### src/rtl/regfile_read_arbiter.sv
// -----------------------------------------------------------------------------
// regfile_read_arbiter
//
// Shares the single mux-tree read port of a 32-entry register file among NREQ
// requesters (e.g. operand read, debug read, store-data read). A round-robin
// arbiter grants at most one requester per cycle. The winner's register number
// is registered onto the read-port select lines (stage 1). The combinational
// read data is registered one cycle later (stage 2) and handed back to the
// winner with a one-hot valid.
//
// Ports
//   clk        in   1          system clock, rising edge
//   reset_n    in   1          asynchronous active-low reset
//   req        in   NREQ       per-requester request level
//   raddr      in   NREQ*AW    requester i address at [i*AW +: AW]
//   hold       in   1          1 = issue no new grants (in-flight reads finish)
//   gnt        out  NREQ       one-hot grant (combinational)
//   port_sel   out  AW         registered select to the register file mux
//   port_data  in   DW         combinational read data for port_sel
//   rdata      out  DW         registered read result
//   rvalid     out  NREQ       one-hot: rdata belongs to requester i this cycle
//   busy       out  1          a read is in stage 1 or stage 2
// -----------------------------------------------------------------------------
module regfile_read_arbiter #(
    parameter int NREQ = 4,
    parameter int DW   = 64,
    parameter int AW   = 5
) (
    input  logic                 clk,
    input  logic                 reset_n,
    input  logic [NREQ-1:0]      req,
    input  logic [NREQ*AW-1:0]   raddr,
    input  logic                 hold,
    output logic [NREQ-1:0]      gnt,
    output logic [AW-1:0]        port_sel,
    input  logic [DW-1:0]        port_data,
    output logic [DW-1:0]        rdata,
    output logic [NREQ-1:0]      rvalid,
    output logic                 busy
);

    // Width of a requester index / round-robin pointer.
    localparam int PW = (NREQ > 1) ? $clog2(NREQ) : 1;

    // ------------------------------------------------------------------
    // State
    // ------------------------------------------------------------------
    logic [PW-1:0]   r_rr_ptr;
    logic [AW-1:0]   r_port_sel;
    logic            r_s1_valid;
    logic [PW-1:0]   r_s1_owner;
    logic [DW-1:0]   r_rdata;
    logic [NREQ-1:0] r_rvalid;

    // ------------------------------------------------------------------
    // Arbitration
    // ------------------------------------------------------------------
    // w_scan_idx[k] is the requester examined k-th, starting from r_rr_ptr
    // and wrapping modulo NREQ; w_scan_req is req rotated into that order.
    logic [PW-1:0]   w_scan_idx [NREQ];
    logic [NREQ-1:0] w_scan_req;
    logic            w_found;
    logic [PW-1:0]   w_win_idx;
    logic            w_gnt_valid;
    logic [PW-1:0]   w_next_ptr;
    logic [NREQ-1:0] w_gnt;

    generate
        for (genvar gi = 0; gi < NREQ; gi++) begin : g_scan
            assign w_scan_idx[gi] = PW'((int'(r_rr_ptr) + gi) % NREQ);
            assign w_scan_req[gi] = req[w_scan_idx[gi]];
        end
    endgenerate

    // First set request in rotated order wins.
    always_comb begin
        w_found   = 1'b0;
        w_win_idx = '0;
        for (int k = 0; k < NREQ; k++) begin
            if (!w_found && w_scan_req[k]) begin
                w_found   = 1'b1;
                w_win_idx = w_scan_idx[k];
            end
        end
    end

    // Grants are suppressed while in reset and while hold is asserted.
    assign w_gnt_valid = reset_n & ~hold & w_found;

    generate
        for (genvar gi = 0; gi < NREQ; gi++) begin : g_gnt
            assign w_gnt[gi] = w_gnt_valid && (w_win_idx == PW'(gi));
        end
    endgenerate

    // Pointer moves to the requester just after the winner.
    assign w_next_ptr = (w_win_idx == PW'(NREQ - 1)) ? '0 : (w_win_idx + 1'b1);

    // ------------------------------------------------------------------
    // Winner address select
    // ------------------------------------------------------------------
    // AND-OR mux keyed on the one-hot grant: addresses of non-granted
    // requesters are masked to zero, so X on them cannot reach port_sel.
    logic [AW-1:0] w_masked_addr [NREQ];
    logic [AW-1:0] w_sel_addr;

    generate
        for (genvar gi = 0; gi < NREQ; gi++) begin : g_addr
            assign w_masked_addr[gi] = {AW{w_gnt[gi]}} & raddr[gi*AW +: AW];
        end
    endgenerate

    always_comb begin
        w_sel_addr = '0;
        for (int k = 0; k < NREQ; k++) begin
            w_sel_addr = w_sel_addr | w_masked_addr[k];
        end
    end

    // ------------------------------------------------------------------
    // Stage-2 helpers
    // ------------------------------------------------------------------
    logic [NREQ-1:0] w_owner_onehot;
    logic            w_zero_reg;

    generate
        for (genvar gi = 0; gi < NREQ; gi++) begin : g_owner
            assign w_owner_onehot[gi] = (r_s1_owner == PW'(gi));
        end
    endgenerate

    // The highest register number (31 for AW=5) is hard-wired to read zero.
    assign w_zero_reg = &r_port_sel;

    // ------------------------------------------------------------------
    // Pipeline registers
    // ------------------------------------------------------------------
    always_ff @(posedge clk or negedge reset_n) begin
        if (!reset_n) begin
            r_rr_ptr   <= '0;
            r_port_sel <= '0;
            r_s1_valid <= 1'b0;
            r_s1_owner <= '0;
            r_rdata    <= '0;
            r_rvalid   <= '0;
        end else begin
            // Stage 1: accept the grant and drive the read-port select.
            if (w_gnt_valid) begin
                r_port_sel <= w_sel_addr;
                r_s1_valid <= 1'b1;
                r_s1_owner <= w_win_idx;
                r_rr_ptr   <= w_next_ptr;
            end else begin
                r_s1_valid <= 1'b0;
            end

            // Stage 2: capture read data for the stage-1 owner. rdata holds
            // when there is nothing to return.
            if (r_s1_valid) begin
                r_rdata  <= w_zero_reg ? '0 : port_data;
                r_rvalid <= w_owner_onehot;
            end else begin
                r_rvalid <= '0;
            end
        end
    end

    // ------------------------------------------------------------------
    // Outputs
    // ------------------------------------------------------------------
    assign gnt      = w_gnt;
    assign port_sel = r_port_sel;
    assign rdata    = r_rdata;
    assign rvalid   = r_rvalid;
    assign busy     = r_s1_valid | (|r_rvalid);

endmodule
### config.mk
export PLATFORM = sky130hd
export DESIGN_NAME = regfile_read_arbiter
export DESIGN_NICKNAME = d
export VERILOG_FILES = /design/src/rtl/regfile_read_arbiter.sv
export SDC_FILE = /design/constraint.sdc
export NUM_CORES = 1
export LEC_CHECK = 0
export CAP_MARGIN = 10
export CORE_MARGIN = 4
export CORE_UTILIZATION = 38
export DETAILED_ROUTE_END_ITERATION = 8
export GPL_ROUTABILITY_DRIVEN = 1
export GPL_TIMING_DRIVEN = 0
export HOLD_SLACK_MARGIN = 0.02
export PLACE_DENSITY = 0.81
export RECOVER_POWER = 25
export SLEW_MARGIN = 20
export SYNTH_ARGS = -nofsm -noshare
export SYNTH_HDL_FRONTEND = slang
export SYNTH_SLANG_ARGS = --single-unit
### constraint.sdc
create_clock -name clk -period 2.65 [get_ports clk]
set_clock_uncertainty 0.1 [all_clocks]
set_input_delay 0.6625 -clock clk [delete_from_list [all_inputs] [get_ports clk]]
set_output_delay 0.6625 -clock clk [all_outputs]
set_load 0.03 [all_outputs]
==> impl_metrics.tcl <==
set metrics [dict create \
    fin_worst_setup_slack_ns -0.152 \
    post-synth-top-area-fraction 0.640 \
    ir_worst_vdd_mv 0.442 \
    worstReg2RegStart "r_rr_ptr[0]" \
    final_hpwl_dp_mm 7.24 \
    cts.reportedPaths.clkPinSlew_ns 0.09 \
    p_seq_frac 0.374 \
    final_hold_viol_count 0 \
    area_delta_synth_final_pct 74.4 \
    worst_r2r_path_depth 10 \
    antenna_viol_nets_final 0 \
    dominant_register_cell_in_the_synthesized_netlist "dfrtp_1" \
    postRouteWirelength_mm 9.90 \
    fraction_of_the_yosys_area_taken_by_sequential_cells 0.640 \
    drc 0 \
    worst-endpoint-arrival_ns 2.04 \
    async_reset_ff_frac 1.00 \
    hold_class "primary input to async pin" \
    max_slew_margin 0.369 \
    clkSinkCount 78 \
    leakage_nw 2.30 \
    floorplan.initialDensity 0.393 \
    worst-slew-pin-transition_ns 0.947 \
    detail_route.wl_per_cell_um 19.0 \
    grt_setup_unrepaired "true" \
    yosysTopAreaCell "dfrtp_1" \
    largest_net_degree_at_the_start_of_global_routing 42 \
    firstDrtPassIters 4 \
    crit_type "primary input to output port" \
    max_clock_freq_mhz 357 \
    drt-initial-drc-count 71 \
    distinct_cells_synth 33 \
    diodes 0 \
    post_synth_main_area_contributors "dfrtp_1, a22o_1, o21ai_0" \
    synth_enable_flop_cells 0 \
    die-height_um 97.6 \
    io_pins 169 \
    floorplan.die.width_um 97.6 \
    synth.cell_area_um2 3050 \
    postLayoutCoreUtil 0.685 \
    final_setup_violation_count 4 \
    num_rows 32 \
    postSynthRegisterBits 78 \
    hold_buffer_count_at_cts 0 \
    worst-path-max-fanout 6 \
    timing.final.crit_share 1.06 \
    cts_root_buffer "clkbuf_8" \
    min_period_ns 2.80 \
    core_um2 7770 \
    finalSetupTns_ns -0.545 \
    syn_inst 221 \
    io_buffer_count 168 \
    globalplace.congestion 0.851 \
    clockPowerShare 0.253 \
    first_pass_grt_wire_length_mm 15.6 \
    nNetsFinal 509 \
    cap_violations 0 \
    layout.cells.most_common_list "clkdlybuf4s50_1, dfrtp_1, a22o_1" \
    fp.dieArea_um2 9520 \
    worst_r2r_endpoint "port_sel[1]" \
    final_max_slew_viol_count 0 \
    cts_tree "done" \
    violations "setup timing" \
    switching_power_mw 1.34 \
    worstPathRequired_ns 1.89 \
    cts_bufs_inserted 9 \
    layout_commonest_cell "clkdlybuf4s50_1" \
    worst-r2r-setup-slack_ns 0.26 \
    status "finished, violations left" \
    switching_share 0.333 \
    synth_fp_nets 316 \
    ys.warnings.count 0 \
    insertion_delay_ns 0.34 \
    power_report.internal_total_mw 2.69 \
    antenna_violations_before_repair 0 \
    pwrdens_nw_per_um2 758 \
    grt.total_usage 0.207 \
    grt-ovfl-total 0 \
    maximum_root_to_sink_buffer_count 2 \
    clock_tree.htree_level_count 3 \
    post_drt_via_cell_ratio 5.33 \
    cp_endpoint_kind "output port" \
    post_route_cells_drive_above_1_share 0.160 \
    syn_avg_cell_area_um2 13.8 \
    route.vias.total 2778 \
    power_frac_comb 0.373 \
    startpoint_type "primary input" \
    post-layout-total-power_mw 4.03 \
    first_global_vias 2933 \
]
[critical path, stage by stage]
cell,delay (ns)
buf_4,0.14
and3b_1,0.18
o21a_1,0.20
buf_6,0.13
nor3_4,0.27
ha_4,0.19
and2_4,0.13
buf_6,0.12
[cell usage after synthesis, types with 2 or more instances]
master and count:
buf_2 6, and2_1 4, nor3_1 3, a22o_1 69, o21ai_0 12, nor2_1 4
dfrtp_1 78, nand2_1 3, a221oi_1 5, nand2b_1 3, ha_1 4, clkbuf_1 7
or3_1 2, and3_1 2
[metrics by stage]
| stage | setup slack [ns] | hold slack, ns | instance area [um^2] | instances |
|---|---|---|---|---|
| 3_5_place_dp | -1.27 | 0.396 | 4880 | 492 |
| 4_1_cts | -0.153 | 0.117 | 5290 | 519 |
| 2_1_floorplan | 0.0471 | 0.267 | 3050 | 221 |
| 5_1_grt | -0.218 | 0.119 | 5320 | 521 |
| 6_report | -0.152 | 0.118 | 5320 | 521 |
| 3_3_place_gp | -3.97 | 0.380 | 4860 | 491 |
[sequential cells by signal, summed over array words and instances (netlist names)]
register,count
port_sel,5
r_rr_ptr,2
r_s1_owner,2
r_s1_valid,1
rdata,64
rvalid,4
[how the worst max path moves through the flow]
stage / start / endpoint / slack, ns / depth (start not counted)
global route: r_rr_ptr[0] / gnt[3] / -0.22 / 7
CTS: r_rr_ptr[1] / gnt[0] / -0.15 / 6
floorplan: req[3] / gnt[0] / 0.05 / 5
finish: req[3] / gnt[3] / -0.15 / 8
detailed placement: req[3] / gnt[2] / -1.27 / 7
global placement: reset_n / gnt[1] / -3.97 / 7
[area by class of cell]
class	count	area [um^2]
Clock inverter	6	92.6
Sequential cell	78	1950
Buffer	14	67.6
Tap cell	102	128
Fill cell	574	2450
Inverter	2	10.0
Multi-Input combinational cell	127	1140
Clock buffer	10	138
Timing Repair Buffer	182	1790
[cells by family after synthesis]
logic type               Yosys count  synth area share
AND/OR/NAND/NOR                   27            0.0550
AO/OA/AOI/OAI                     94             0.255
flip-flops                        78             0.640
adder cells (fa/ha/maj)            4            0.0164
multiplexers                       2           0.00821
buffers and inverters             16            0.0254
[what timing repair did]
item | CTS | global route
buffers inserted | 11 | 2
setup endpoints to repair | 10 | 4
gates resized for setup | 59 | 8
pin swaps | 11 | 6
[power by group through the flow]
| stage | combinational, mW | sequential (mW) | clock [mW] |
|---|---|---|---|
| after floorplan | 0.364 | 1.85 | 0 |
| after global placement | 1.30 | 1.52 | 0 |
| after detailed placement | 1.32 | 1.53 | 0 |
| after CTS | 1.46 | 1.51 | 1.04 |
| after global routing | 1.59 | 1.53 | 1.10 |
| final | 1.50 | 1.51 | 1.02 |
[metal layers]
layer / part of all wire / GRT usage
met1: 0.42 / 0.258
met2: 0.49 / 0.346
met3: 0.077 / 0.0495
met4: 0.019 / 0.0852
met5: 0 / 0
Note: power is estimated with default switching activity, not from simulation.
